<file path="config.mk">
export PLATFORM = sky130hd
export DESIGN_NAME = multi_cycle_control
export DESIGN_NICKNAME = d
export VERILOG_FILES = /design/src/rtl/mc_pkg.sv /design/src/rtl/mc_output_decode.sv /design/src/rtl/multi_cycle_control.sv
export SDC_FILE = /design/constraint.sdc
export NUM_CORES = 1
export LEC_CHECK = 0
export CAP_MARGIN = 20
export CORE_UTILIZATION = 47
export DETAILED_ROUTE_END_ITERATION = 8
export GPL_TIMING_DRIVEN = 0
export PLACE_DENSITY = 0.86
export SLEW_MARGIN = 40
export SYNTH_ARGS = -nofsm -noshare
export SYNTH_HDL_FRONTEND = slang
export SYNTH_HIERARCHICAL = 1
export SYNTH_SLANG_ARGS = --single-unit
</file>
<file path="constraint.sdc">
create_clock -name clk -period 3.52 [get_ports clk]
set_input_delay 0.704 -clock clk [delete_from_list [all_inputs] [get_ports clk]]
set_output_delay 0.704 -clock clk [all_outputs]
set_load 0.01 [all_outputs]
</file>
<file path="src/rtl/mc_pkg.sv">
// Shared definitions for the multi-cycle control FSM: state encoding, opcodes,
// datapath select encodings and the packed control-strobe bundle.
// Latency: n/a (definitions only).  Backpressure: n/a.
// Optional feature macro used by the importing RTL: ILLEGAL_TRAP_EN.
package mc_pkg;

  // Debug-visible state codes; values are fixed because they leave the block.
  typedef enum logic [3:0] {
    ST_FETCH     = 4'd0,
    ST_DECODE    = 4'd1,
    ST_MEM_ADDR  = 4'd2,
    ST_MEM_READ  = 4'd3,
    ST_MEM_WB    = 4'd4,
    ST_MEM_WRITE = 4'd5,
    ST_R_EXEC    = 4'd6,
    ST_R_WB      = 4'd7,
    ST_BRANCH    = 4'd8,
    ST_JUMP      = 4'd9,
    ST_ADDI_EXEC = 4'd10,
    ST_ADDI_WB   = 4'd11,
    ST_TRAP      = 4'd12
  } state_e;

  localparam logic [5:0] OP_RTYPE = 6'h00;
  localparam logic [5:0] OP_J     = 6'h02;
  localparam logic [5:0] OP_BEQ   = 6'h04;
  localparam logic [5:0] OP_ADDI  = 6'h08;
  localparam logic [5:0] OP_LW    = 6'h23;
  localparam logic [5:0] OP_SW    = 6'h2B;

  localparam logic [1:0] ALUOP_ADD   = 2'b00;
  localparam logic [1:0] ALUOP_SUB   = 2'b01;
  localparam logic [1:0] ALUOP_FUNCT = 2'b10;

  localparam logic [1:0] SRCB_REG     = 2'b00;
  localparam logic [1:0] SRCB_FOUR    = 2'b01;
  localparam logic [1:0] SRCB_IMM     = 2'b10;
  localparam logic [1:0] SRCB_IMM_SH2 = 2'b11;

  localparam logic [1:0] PCSRC_ALU    = 2'b00;
  localparam logic [1:0] PCSRC_ALUOUT = 2'b01;
  localparam logic [1:0] PCSRC_JUMP   = 2'b10;

  typedef struct packed {
    logic       pc_write;
    logic       pc_write_cond;
    logic       i_or_d;
    logic       mem_read;
    logic       mem_write;
    logic       ir_write;
    logic       mem_to_reg;
    logic       reg_dst;
    logic       reg_write;
    logic       alu_src_a;
    logic [1:0] alu_src_b;
    logic [1:0] alu_op;
    logic [1:0] pc_source;
    logic       illegal;
  } ctrl_t;

  localparam ctrl_t CTRL_IDLE = '0;

  // True on the cycle an instruction completes and the FSM heads back to FETCH.
  // A store only completes once memory accepts it.
  function automatic logic retires(input state_e s, input logic mem_ready);
    logic r;
    r = 1'b0;
    case (s)
      ST_MEM_WB, ST_R_WB, ST_ADDI_WB, ST_BRANCH, ST_JUMP: r = 1'b1;
      ST_MEM_WRITE:                                       r = mem_ready;
      default:                                            r = 1'b0;
    endcase
    return r;
  endfunction

endpackage

</file>
<file path="src/rtl/mc_output_decode.sv">
// Moore output decode: maps the current state (plus memReady for the FETCH
// strobes) to the datapath control bundle. Purely combinational, zero latency.
// Backpressure: memReady gates IRWrite/PCWrite in FETCH only.
// Ports: state_i (current state), mem_ready_i (memory done), ctrl_o (strobes).
module mc_output_decode
  import mc_pkg::*;
(
  input  state_e state_i,
  input  logic   mem_ready_i,
  output ctrl_t  ctrl_o
);

  always_comb begin
    ctrl_o = CTRL_IDLE;
    case (state_i)
      ST_FETCH: begin
        ctrl_o.mem_read  = 1'b1;
        ctrl_o.alu_src_b = SRCB_FOUR;
        ctrl_o.alu_op    = ALUOP_ADD;
        ctrl_o.pc_source = PCSRC_ALU;
        // PC+4 and the instruction latch only commit once the read lands.
        ctrl_o.ir_write  = mem_ready_i;
        ctrl_o.pc_write  = mem_ready_i;
      end
      ST_DECODE: begin
        // Precompute the branch target into ALUOut while decoding.
        ctrl_o.alu_src_b = SRCB_IMM_SH2;
        ctrl_o.alu_op    = ALUOP_ADD;
      end
      ST_MEM_ADDR, ST_ADDI_EXEC: begin
        ctrl_o.alu_src_a = 1'b1;
        ctrl_o.alu_src_b = SRCB_IMM;
        ctrl_o.alu_op    = ALUOP_ADD;
      end
      ST_MEM_READ: begin
        ctrl_o.mem_read = 1'b1;
        ctrl_o.i_or_d   = 1'b1;
      end
      ST_MEM_WB: begin
        ctrl_o.reg_write  = 1'b1;
        ctrl_o.mem_to_reg = 1'b1;
      end
      ST_MEM_WRITE: begin
        ctrl_o.mem_write = 1'b1;
        ctrl_o.i_or_d    = 1'b1;
      end
      ST_R_EXEC: begin
        ctrl_o.alu_src_a = 1'b1;
        ctrl_o.alu_src_b = SRCB_REG;
        ctrl_o.alu_op    = ALUOP_FUNCT;
      end
      ST_R_WB: begin
        ctrl_o.reg_dst   = 1'b1;
        ctrl_o.reg_write = 1'b1;
      end
      ST_ADDI_WB: begin
        ctrl_o.reg_write = 1'b1;
      end
      ST_BRANCH: begin
        ctrl_o.alu_src_a     = 1'b1;
        ctrl_o.alu_src_b     = SRCB_REG;
        ctrl_o.alu_op        = ALUOP_SUB;
        ctrl_o.pc_write_cond = 1'b1;
        ctrl_o.pc_source     = PCSRC_ALUOUT;
      end
      ST_JUMP: begin
        ctrl_o.pc_write  = 1'b1;
        ctrl_o.pc_source = PCSRC_JUMP;
      end
      ST_TRAP: begin
        ctrl_o.illegal = 1'b1;
      end
      default: ctrl_o = CTRL_IDLE;
    endcase
  end

endmodule

</file>
<file path="src/rtl/multi_cycle_control.sv">
// Multi-cycle MIPS-style control FSM with retired-instruction counter.
// Latency: lw 5, sw/R/addi 4, beq/j 3 cycles; +1 per memReady=0 cycle.
// Backpressure: FETCH, MEM_READ and MEM_WRITE hold while memReady is low.
// Ports: clk, rst_n (async, active-low), opcode (IR[31:26]), memReady;
//   datapath strobes/selects, state (debug), instrCount, illegal (TRAP).
// Build option: define ILLEGAL_TRAP_EN to trap unknown opcodes until reset;
//   otherwise they retire as uncounted NOPs.
module multi_cycle_control
  import mc_pkg::*;
(
  input  logic        clk,
  input  logic        rst_n,
  input  logic [5:0]  opcode,
  input  logic        memReady,
  output logic        PCWrite,
  output logic        PCWriteCond,
  output logic        IorD,
  output logic        MemRead,
  output logic        MemWrite,
  output logic        IRWrite,
  output logic        MemtoReg,
  output logic        RegDst,
  output logic        RegWrite,
  output logic        ALUSrcA,
  output logic [1:0]  ALUSrcB,
  output logic [1:0]  ALUOp,
  output logic [1:0]  PCSource,
  output logic [3:0]  state,
  output logic [31:0] instrCount,
  output logic        illegal
);

  state_e      state_q, state_d;
  logic [31:0] instr_count_q, instr_count_d;
  logic        retire;
  ctrl_t       ctrl_dec, ctrl;

  mc_output_decode u_output_decode (
    .state_i     (state_q),
    .mem_ready_i (memReady),
    .ctrl_o      (ctrl_dec)
  );

  always_ff @(posedge clk or negedge rst_n) begin
    if (!rst_n) begin
      state_q       <= ST_FETCH;
      instr_count_q <= '0;
    end else begin
      state_q       <= state_d;
      instr_count_q <= instr_count_d;
    end
  end

  // opcode is only looked at in DECODE and MEM_ADDR, so the IR may change
  // freely in every other state.
  always_comb begin
    state_d = state_q;
    case (state_q)
      ST_FETCH:     if (memReady) state_d = ST_DECODE;
      ST_DECODE: begin
        case (opcode)
          OP_RTYPE:     state_d = ST_R_EXEC;
          OP_ADDI:      state_d = ST_ADDI_EXEC;
          OP_LW, OP_SW: state_d = ST_MEM_ADDR;
          OP_BEQ:       state_d = ST_BRANCH;
          OP_J:         state_d = ST_JUMP;
`ifdef ILLEGAL_TRAP_EN
          default:      state_d = ST_TRAP;
`else
          default:      state_d = ST_FETCH;
`endif
        endcase
      end
      ST_MEM_ADDR: begin
        // An opcode that stopped being a load/store here abandons the access.
        if (opcode == OP_LW)      state_d = ST_MEM_READ;
        else if (opcode == OP_SW) state_d = ST_MEM_WRITE;
        else                      state_d = ST_FETCH;
      end
      ST_MEM_READ:  if (memReady) state_d = ST_MEM_WB;
      ST_MEM_WRITE: if (memReady) state_d = ST_FETCH;
      ST_R_EXEC:    state_d = ST_R_WB;
      ST_ADDI_EXEC: state_d = ST_ADDI_WB;
      ST_MEM_WB, ST_R_WB, ST_ADDI_WB, ST_BRANCH, ST_JUMP:
                    state_d = ST_FETCH;
      ST_TRAP:      state_d = ST_TRAP;
      default:      state_d = ST_FETCH;
    endcase
  end

  // The register is written every cycle so it wraps naturally at 2^32.
  assign retire        = retires(state_q, memReady);
  assign instr_count_d = instr_count_q + {31'd0, retire};

  // While reset is asserted the FSM sits in FETCH, whose decode would raise
  // MemRead; mask everything so the datapath stays quiet until release.
  assign ctrl = rst_n ? ctrl_dec : CTRL_IDLE;

  assign PCWrite     = ctrl.pc_write;
  assign PCWriteCond = ctrl.pc_write_cond;
  assign IorD        = ctrl.i_or_d;
  assign MemRead     = ctrl.mem_read;
  assign MemWrite    = ctrl.mem_write;
  assign IRWrite     = ctrl.ir_write;
  assign MemtoReg    = ctrl.mem_to_reg;
  assign RegDst      = ctrl.reg_dst;
  assign RegWrite    = ctrl.reg_write;
  assign ALUSrcA     = ctrl.alu_src_a;
  assign ALUSrcB     = ctrl.alu_src_b;
  assign ALUOp       = ctrl.alu_op;
  assign PCSource    = ctrl.pc_source;
  assign illegal     = ctrl.illegal;
  assign state       = state_q;
  assign instrCount  = instr_count_q;

endmodule

</file>
# Word level (Yosys, flattened, before mapping)
# Cells that the tools add are included.
[classes]
addsub = 1
n_eq_ne = 20
mux = 22
reduce_logical = 10
[ops]
columns = ["op", "n"]
rows = [
  ["$pmux W4 S5", 2],
  ["$add A32 B1 Y32", 1],
  ["$pmux W4 S8", 1],
  ["$eq A4 B4 Y1 const B", 5],
  ["$mux W17", 1],
  ["$eq A4 B3 Y1 const B", 4],
  ["$eq A6 B6 Y1 const B", 2],
  ["$mux W4", 3],
  ["$mux W1", 10],
  ["$eq A4 B2 Y1 const B", 2],
  ["$reduce_or A2 Y1", 4],
  ["$eq A6 B2 Y1 const B", 1],
  ["$eq A6 B3 Y1 const B", 1],
  ["$eq A6 B4 Y1 const B", 1],
  ["$logic_not A6 Y1", 1],
  ["$mux W3", 2],
  ["$ne A2 B2 Y1 const B", 3],
  ["$reduce_or A5 Y1", 1],
  ["$eq A4 B1 Y1 const B", 1],
  ["$logic_not A4 Y1", 1],
  ["$pmux W1 S2", 2],
  ["$pmux W2 S2", 1],
  ["$reduce_or A4 Y1", 1],
  ["$reduce_and A3 Y1", 1],
  ["$reduce_or A3 Y1", 1],
]
[totals]
ff_bits = 36
input_bits = 9
out_inout_bits = 53
wordCells = 55

# Depth between registers and ports, before layout
# Gate-level depths: netlist of the first run.
[depth]
depth_word = 4
ltp_mapped = 13
depth_no_buf = 12

# Cells and area by module
# The synthesis of the first run kept the hierarchy.
[modules_own_cells]
columns = ["module", "n_inst", "cells_each", "area_per_inst_um2", "seq_area_each_um2"]
rows = [
  ["multi_cycle_control", 1, 191, 1881.8, 900.9],
  ["mc_output_decode", 1, 34, 209.0, 0.0],
]

# Worst setup path before layout of the first run
# Ideal clock, no wire load.
[synth_path]
path_kind = "input-to-reg"
from = "input port memReady"
to = "register instr_count_q[26] (netlist: instrCount[26])"
setup_ns = 0.126
arrival_time_ns = 2.628
required_time_ns = 3.394
setup_slack_ns = 0.766
path_stages = 13
n_path_buf = 1
cell_sequence = "nand2b_1 nor2_1 nor2b_1 nor2_1 nor3b_1 ha_1 ha_1 and4_1 clkbuf_1 nand2b_1 nor4_1 nand2_1 xnor2_1"
[synth_between]
elab_chain_len = 2
[synth_rtl]
columns = ["item", "line_no", "source"]
rows = [
  ["from (decl)", "multi_cycle_control.sv:14", "input logic memReady,"],
  ["$pmux W1 S2", "mc_pkg.sv:68", "case (s)"],
  ["$add A32 B1 Y32", "multi_cycle_control.sv:93", "assign instr_count_d = instr_count_q + {31'd0, retire};"],
  ["net instr_count_d[26]", "multi_cycle_control.sv:34", "logic [31:0] instr_count_q, instr_count_d;"],
  ["to (signal assigned)", "multi_cycle_control.sv:50", "instr_count_q <= instr_count_d;"],
  ["to (decl)", "multi_cycle_control.sv:34", ""],
]
# The timed path passes the listed nets, and every way through them passes these cells.
# A chain may end at the register's enable or synchronous reset.

# Worst setup path after layout of the first run
# Ends and elaborated chain as after synthesis.

==> results.md, run 1 <==
Status:
- The run finished with clean final reports.

Synth:
- The cell type with the largest total area after synthesis is sky130_fd_sc_hd__dfrtp_1.
- Sequential elements use 43.1% of the synthesized area.
- The count of unique library cells instantiated by Yosys is 40.
- Synthesis produced a netlist with a net count of 236.
- After synthesis, the cell types taking the most area are sky130_fd_sc_hd__dfrtp_1, sky130_fd_sc_hd__xnor2_1, sky130_fd_sc_hd__and2_1.
- Among all flip-flop cells after synthesis, the most frequent one is sky130_fd_sc_hd__dfrtp_1.
- After synthesis, the most frequently instantiated cells are sky130_fd_sc_hd__dfrtp_1, sky130_fd_sc_hd__xnor2_1, sky130_fd_sc_hd__and2_1.
- The post-synthesis cell count is 225.
- By instance count, the leading cell after synthesis is sky130_fd_sc_hd__dfrtp_1.
- The yosys synthesis warning count is 6.
- The area fraction of the dominant cell type after synthesis is 43.1%.
- The synthesized area per cell is roughly 9.3 µm².
- After synthesis the netlist holds a flip-flop and latch count of 36.
- After synthesis, the share of flip-flops with an asynchronous set or reset is 100%.
- Yosys mapped a number of flops with a built-in enable equal to 0.
- The post-synthesis instance area is between 2000 and 2500 µm².

Final layout:
- Once layout is complete, the cells apart from fillers number 343.
- The post-route netlist has around 6.8% of its cells at a drive strength greater than 1.
- Across the whole layout, storage elements account for approximately 900 µm².
- The final layout net count is a little over 300.
- The filler cells instantiated in the layout total between 300 and 400.
- Summing all multi-input logic gate instances after layout gives about 1100 µm².
- The count of inserted antenna diode cells is 0.
- From synthesis to final layout, the design area changed by 36.6%.

GRT:
- The initial antenna violation count is 0.
- The first-pass GRT wire length is 7280 µm.
- Entering global routing, the biggest net connects between 40 and 50 pins.
- The via count of the first global-routing pass was 1587.
- The global-route congestion overflow total is 0.
- Global routing used between 20% and 30% of the available tracks across all layers.

CTS:
- The depth of the CTS H-tree is 2.
- TritonCTS built the clock tree.
- Counting along the longest clock path gives a buffer depth of 2.
- The TritonCTS buffer count is 5.
- For the worst-skew pair, the clock arrives at the later sink with an insertion delay of 0.29 ns.
- The clock transition at the registers of the reported paths is around 0.070 ns.
- The number of buffers inserted by post-CTS setup repair is 0.
- The clock sink count is 36.
- The clock root buffer master is sky130_fd_sc_hd__clkbuf_8.

Timing:
- The hold violation count in the final report is 0.
- At the pin with the least slew margin, the transition time is 0.495 ns.
- The number of failing setup endpoints in the final timing report is 0.
- Headroom to the max-slew limit came out at between 60% and 70%.
- The maximum clock skew at final layout is approximately 0.0050 ns.
- The worst path uses 91.4% of the clock period.
- The maximum frequency from static timing analysis is a little over 300 MHz.
- The minimum clock period after layout is ~3.2 ns.
- The number of slew-limit violations in the final report is 0.
- The final worst-path setup slack is slightly above 0.3 ns.

Floorplan:
- The die is just under 70 µm wide.
- During I/O placement, the number of pins put on the boundary was 62.
- The height of the chip is 68.7 µm.
- After floorplanning, the core was sized to cover ~4100 µm².
- In this run the core area contains 23 standard-cell rows.
- The starting density of the core is about half.
- The overall die area is about 4700 µm².

Placement:
- The number of buffers inserted by port buffering is 61.
- The detailed-placement wirelength estimate is roughly 3300 µm.
- The minimum setup slack after placement is -0.249 ns.
- The total placed cells including tap cells is between 300 and 400.
- The final estimated routing congestion in global placement is 0.840.

Routing:
- The count of TritonRoute iterations in the first routing pass is 4.
- The DRC violation count after routing is 0.
- The number of vias per cell is roughly 5.3.
- The via count is approximately 1.8k.
- The total wirelength of the detailed-routed design is roughly 4500 µm.
- In this run the remaining antenna-violating nets after routing total 0.
- In the final routed layout, each cell accounts on average for about 13 µm.
- The detailed router's first-iteration violation count is between 100 and 150.

Critical path:
- The startpoint-to-endpoint class of the critical path is in -> reg.
- The kind of end point of the critical path is a flop.
- The required time of the critical path is ~3.7 ns.
- Of all nets on the critical path, the largest fanout is 8.
- STA classifies the critical path startpoint as an input pin.
- The critical path data arrival time is between 3 and 4 ns.

Pwr:
- The cell area power density is between 300 and 400 nW/µm².
- IR analysis of the VDD net gives a maximum drop of 0.265 mV.
- The total leakage power is 1.19 nW.

Worst hold path:
- The classification of the worst-slack hold path is in -> async.

Run:
- Across the run, the number of max-cap violations was 0.
## where the power goes
group	internal, mW	switching (mW)
combinational	0.0705	0.0594
sequential	0.430	0.0196
clock	0.160	0.139
## cell families after synthesis
logic type | count (synthesis) | synth area share, %
AND/OR/NAND/NOR | 118 | 31.8
adder cells (fa/ha/maj) | 2 | 1.20
buffers and inverters | 13 | 3.17
XOR/XNOR | 34 | 14.2
AO/OA/AOI/OAI | 22 | 6.46
flip-flops | 36 | 43.1
## metrics by stage
step           utilization (%)  TNS (ns)  total power [mW]  cell area, µm²  hold slack, ns
4_1_cts                   68.8         0             0.884            2850           0.401
3_3_place_gp              66.7    -10.33             0.586            2760           0.463
5_1_grt                   68.9  -0.00931             0.923            2860           0.409
3_5_place_dp              66.6    -0.850             0.588            2760           0.471
2_1_floorplan                -         0             0.513            2090           0.408
6_report                  68.9         0             0.878            2860           0.377
## worst max-delay path, cell delays in order
cell and delay [ns]:
sky130_fd_sc_hd__clkdlybuf4s50_1 0.55, sky130_fd_sc_hd__nand2b_1 0.17, sky130_fd_sc_hd__nor2_1 0.07, sky130_fd_sc_hd__nor2b_1 0.12, sky130_fd_sc_hd__nor2_1 0.05, sky130_fd_sc_hd__nor3b_1 0.22, sky130_fd_sc_hd__ha_1 0.25, sky130_fd_sc_hd__ha_1 0.22
sky130_fd_sc_hd__and4_2 0.34, sky130_fd_sc_hd__nand2b_1 0.12, sky130_fd_sc_hd__nor4_2 0.29, sky130_fd_sc_hd__nand2_1 0.13, sky130_fd_sc_hd__xnor2_1 0.14
## per-layer routing
layer | up-vias | GRT usage [%] | share of wire, %
li1 | 907 | - | -
met1 | 863 | 27.9 | 45
met2 | 44 | 32.5 | 49
met3 | 9 | 5.10 | 4.9
met4 | 0 | 9.18 | 1.9
met5 | - | 0 | 0
## flip-flops by register name, summed over array words and instances, names as in the netlist
| signal | flops |
|---|---|
| state | 4 |
| instrCount | 32 |
## path summary, 6_finish.rpt
| check | depth (start not counted) | slack (ns) | from | to |
|---|---|---|---|---|
| max | 13 | 0.30 | memReady | instrCount[26] |
| max reg2reg | 12 | 0.60 | state[1] | instrCount[26] |
| min reg2reg | 1 | 0.48 | instrCount[31] | instrCount[31] |
| min in group clk | 1 | 0.48 | instrCount[31] | instrCount[31] |
| max in group asynchronous | 1 | 2.79 | rst_n | instrCount[0] |
| min | 1 | 0.38 | rst_n | instrCount[16] |
## what timing repair did
item / CTS / global route
setup endpoints to repair: 0 / 6
hold buffers: 0 / 0
resized for setup: 0 / 2
## cell type report
cell class | instances | share of cell area [%]
multi-input cells | 176 | 39.6
repair buffers | 61 | 21.3
plain buffers | 10 | 1.93
well taps | 50 | 2.19
inverters | 2 | 0.263
clock buffers | 8 | 3.16
flip-flops and latches | 36 | 31.6
## placed cells by master (no fill, tap or decap), drive strengths merged, types with 4 or more instances in the layout
master         Yosys  layout
nand4              8       8
nand3             16      16
clkbuf             6      13
nor2              17      17
and2              18      18
buf                5       6
a21oi              6       6
clkdlybuf4s50      0      60
xnor2             25      25
and3              10      10
nand2             16      16
and4               4       4
nand2b             7       7
xor2               9       9
o21ai              8       8
nor3               9       9
dfrtp             36      36
No activity file was read; power rests on OpenSTA's default activity.
==> inputs of run 2 (changes only) <==
--- a/config.mk
+++ b/config.mk
@@ -6,11 +6,11 @@
 export NUM_CORES = 1
 export LEC_CHECK = 0
 export CAP_MARGIN = 20
+export CORE_MARGIN = 4
 export CORE_UTILIZATION = 47
 export DETAILED_ROUTE_END_ITERATION = 8
 export GPL_TIMING_DRIVEN = 0
 export PLACE_DENSITY = 0.86
-export SLEW_MARGIN = 40
 export SYNTH_ARGS = -nofsm -noshare
 export SYNTH_HDL_FRONTEND = slang
 export SYNTH_HIERARCHICAL = 1
==> run 2 against run 1 <==
  * Sequential cell count stayed put
  * Sequential power hardly changed
  * Final area is 0.48% higher
  * Clock skew is 0.00067 ns higher
  * Clock power is 18% higher
  * Sequential share of layout area is 0.15 points lower
  * Clock-buffer cell count is 2 lower
  * Register-to-register slack worse by 0.08 ns
  * Hold slack better by 0.097 ns
  * Worst setup slack worse by 0.047 ns
  * Critical endpoint unchanged
  * Largest cell class unchanged
==> results.md, run 2 (synthesis gave the netlist of run 1 again) <==
Status:
- The flow ran to the end, and the final reports show no timing, DRC or antenna violations.

Floorplan:
- The core outline area is 4140 µm² (unchanged).
- The I/O pin count is 62 (unchanged).
- The overall die area is 5580 µm² (+18%).
- The placement row count is 23 (unchanged).
- The height of the chip was 74.7 µm (+8.7%).
- The starting density of the core is 50.5% (unchanged).
- The chip width is 74.7 µm (+8.7%).

Routing:
- The total wirelength of the detailed-routed design is 4810 µm (+7.1%).
- The number of vias per cell was 5.34 (+0.44%).
- The routed length per placed instance came to 14.0 µm (+7.1%).
- The DRC violation count after routing came to 0 (unchanged).
- The detailed router's first-iteration violation count came to 67 (-48%).
- The via count is 1831 (+0.44%).
- The count of TritonRoute iterations in the first routing pass was 4 (unchanged).
- The remaining number of nets flagged by the antenna check after routing is 0 (unchanged).

Pwr:
- The total power is 0.934 mW (+6.4%).
- The maximum resistive drop on vdd came to 0.284 mV (+7.2%).
- The cell area power density is 325 nW/µm² (+5.9%).
- The total leakage power is 1.20 nW (+0.74%).

Timing:
- The maximum frequency from static timing analysis was 306 MHz (-1.4%).
- The number of failing setup endpoints in the final timing report is 0 (unchanged).
- Setup repair after global routing left no endpoint under its margin.
- The portion of the clock cycle consumed by the worst path in the final layout is 92.7% (+1.3 points).
- The hold violation count in the final report is 0 (unchanged).
- The maximum clock skew at final layout is 0.00571 ns (+0.000671 ns).
- The minimum clock period after layout is 3.26 ns (+0.0470 ns).
- The measured slew at the worst slew-check pin was 0.897 ns (+0.401 ns).
- The setup TNS after final layout is 0 ns (unchanged).
- The max-slew headroom at the worst pin is 40.2% (-27 points).
- The number of slew-limit violations in the final report is 0 (unchanged).

GRT:
- The via count of the first global-routing pass is 1775 (+12%).
- The largest net degree at the start of global routing is 45 (unchanged).
- The initial antenna violation count is 0 (unchanged).
- The global-route congestion overflow total came to 0 (unchanged).
- The first-pass GRT wire length is 8020 µm (+10%).
- The global router's overall resource usage is 18.4% (-2.7 points).

CTS:
- TritonCTS built the clock tree.
- The clock transition at the registers of the reported paths is 0.07 ns (about the same).
- The maximum number of buffers from clock root to sink was 2 (unchanged).
- The TritonCTS buffer count was 5 (unchanged).
- The later-pin clock latency in the skew report was 0.28 ns (about the same).
- The hold-fix buffer count after cts is 0 (unchanged).
- The depth of the CTS H-tree is 2 (unchanged).
- The clock sink count is 36 (unchanged).
- The clock root buffer master is sky130_fd_sc_hd__clkbuf_8.

Placement:
- The final estimated routing congestion in global placement is 0.783 (-6.8%).
- The number of buffers inserted by port buffering came to 61 (unchanged).
- The detailed-placement wirelength estimate is 3530 µm (+7.6%).

Critical path:
- The register-to-register path setup slack is 0.52 ns (-0.08 ns).
- The largest stage delay on the critical path came to 0.54 ns (about the same).
- The worst setup path is captured at a flop.
- The cell at the slowest stage of the critical path is sky130_fd_sc_hd__clkdlybuf4s50_1.
- The critical path data arrival time is 3.43 ns (+0.04 ns).
- The worst setup path is of the in -> reg kind.
- The required time of the critical path is 3.68 ns (about the same).
- The worst setup path is launched from an input pin.
- The largest fanout on the critical path is 8 (unchanged).
- The signal on the critical path passes through clkdlybuf4s50_1, nand2b_1, nor2_1, nor2b_1, nor2_1, nor3b_1, ha_1, ha_1, and4_1, nand2b_1, nor4_2, nand2_1, xnor2_1.

Final layout:
- The flip-flop count of the largest register, all copies and words added is 32 (unchanged).
- The final layout net count is 303 (unchanged).
- The count of inserted antenna diode cells is 0 (unchanged).
- The proportion of layout cells with a drive suffix above 1 is 6.83% (unchanged).
- Leaving out fill and tap cells, the most frequent cells in the layout are sky130_fd_sc_hd__clkdlybuf4s50_1, sky130_fd_sc_hd__dfrtp_1, sky130_fd_sc_hd__xnor2_1.
- Leaving out fill and tap cells, the most frequent cell in the layout is sky130_fd_sc_hd__clkdlybuf4s50_1.
- The area growth from synthesis to layout is 37.2%.

Run:
- The number of max-cap violations is 0 (unchanged).

Worst hold path:
- The classification of the worst-slack hold path is reg -> reg.
## run 2: cell types whose count changed in the layout (fill, tap and decap cells not counted), sizes merged
cell	change
clkbuf	-2
clkinv	+1
bufinv	+1
## run 2: worst paths after layout
kind / startpoint / endpoint / cells after the start
worst min-delay path: instrCount[31] / instrCount[31] / 1
worst max register to register: state[1] / instrCount[26] / 12
max in group asynchronous: rst_n / instrCount[1] / 1
min in group asynchronous: rst_n / state[2] / 1
worst min register to register: instrCount[31] / instrCount[31] / 1
worst max-delay path: memReady / instrCount[26] / 13
## run 2: area by class of cell
type                    count  area, µm²
plain buffers              10       55.1
repair buffers             61        606
well taps                  50       62.6
clock buffers               6       72.6
flip-flops and latches     36        901
clock inverters             2       35.0
inverters                   2       7.51
multi-input cells         176       1130
fillers                   356       1270
## run 2: through the flow
| stage | cells | setup slack (ns) | instance area, µm² | hold WS (ns) | util (%) |
|---|---|---|---|---|---|
| final | 343 | 0.256 | 2870 | 0.474 | 69.2 |
| after floorplan | 225 | 0.766 | 2090 | 0.408 | - |
| after CTS | 344 | 0.0265 | 2870 | 0.481 | 69.2 |
| after global placement | 336 | -0.714 | 2760 | 0.458 | 66.7 |
| after global routing | 343 | 0.0344 | 2870 | 0.500 | 69.2 |
| after detailed placement | 336 | -0.225 | 2760 | 0.472 | 66.6 |
## run 2: layer usage
metal | up-vias | track usage [%] | routed length [µm]
met5 | - | 0 | 0
met4 | 0 | 6.32 | 53
met3 | 5 | 3.34 | 169
met2 | 38 | 31.0 | 2500
met1 | 880 | 23.7 | 2090
li1 | 908 | - | -
## run 2: where the power goes
part	leakage [nW]	internal, mW	switching, mW
clock	0.0552	0.210	0.142
combinational	0.642	0.0701	0.0610
sequential	0.498	0.430	0.0204
total	1.20	0.710	0.224
## run 2: critical path: cells and delay by family
kind	cells	cell delay [ns]
simple gates	9	1.56
xor+xnor	1	0.14
fa+ha+maj	2	0.48
buf+inv	1	0.54
## run 2: what timing repair did
action | in CTS | in global routing
hold endpoints to repair | 0 | 0
setup endpoints to repair | 0 | 6
buffers inserted | 0 | 0
gates resized for setup | 0 | 1
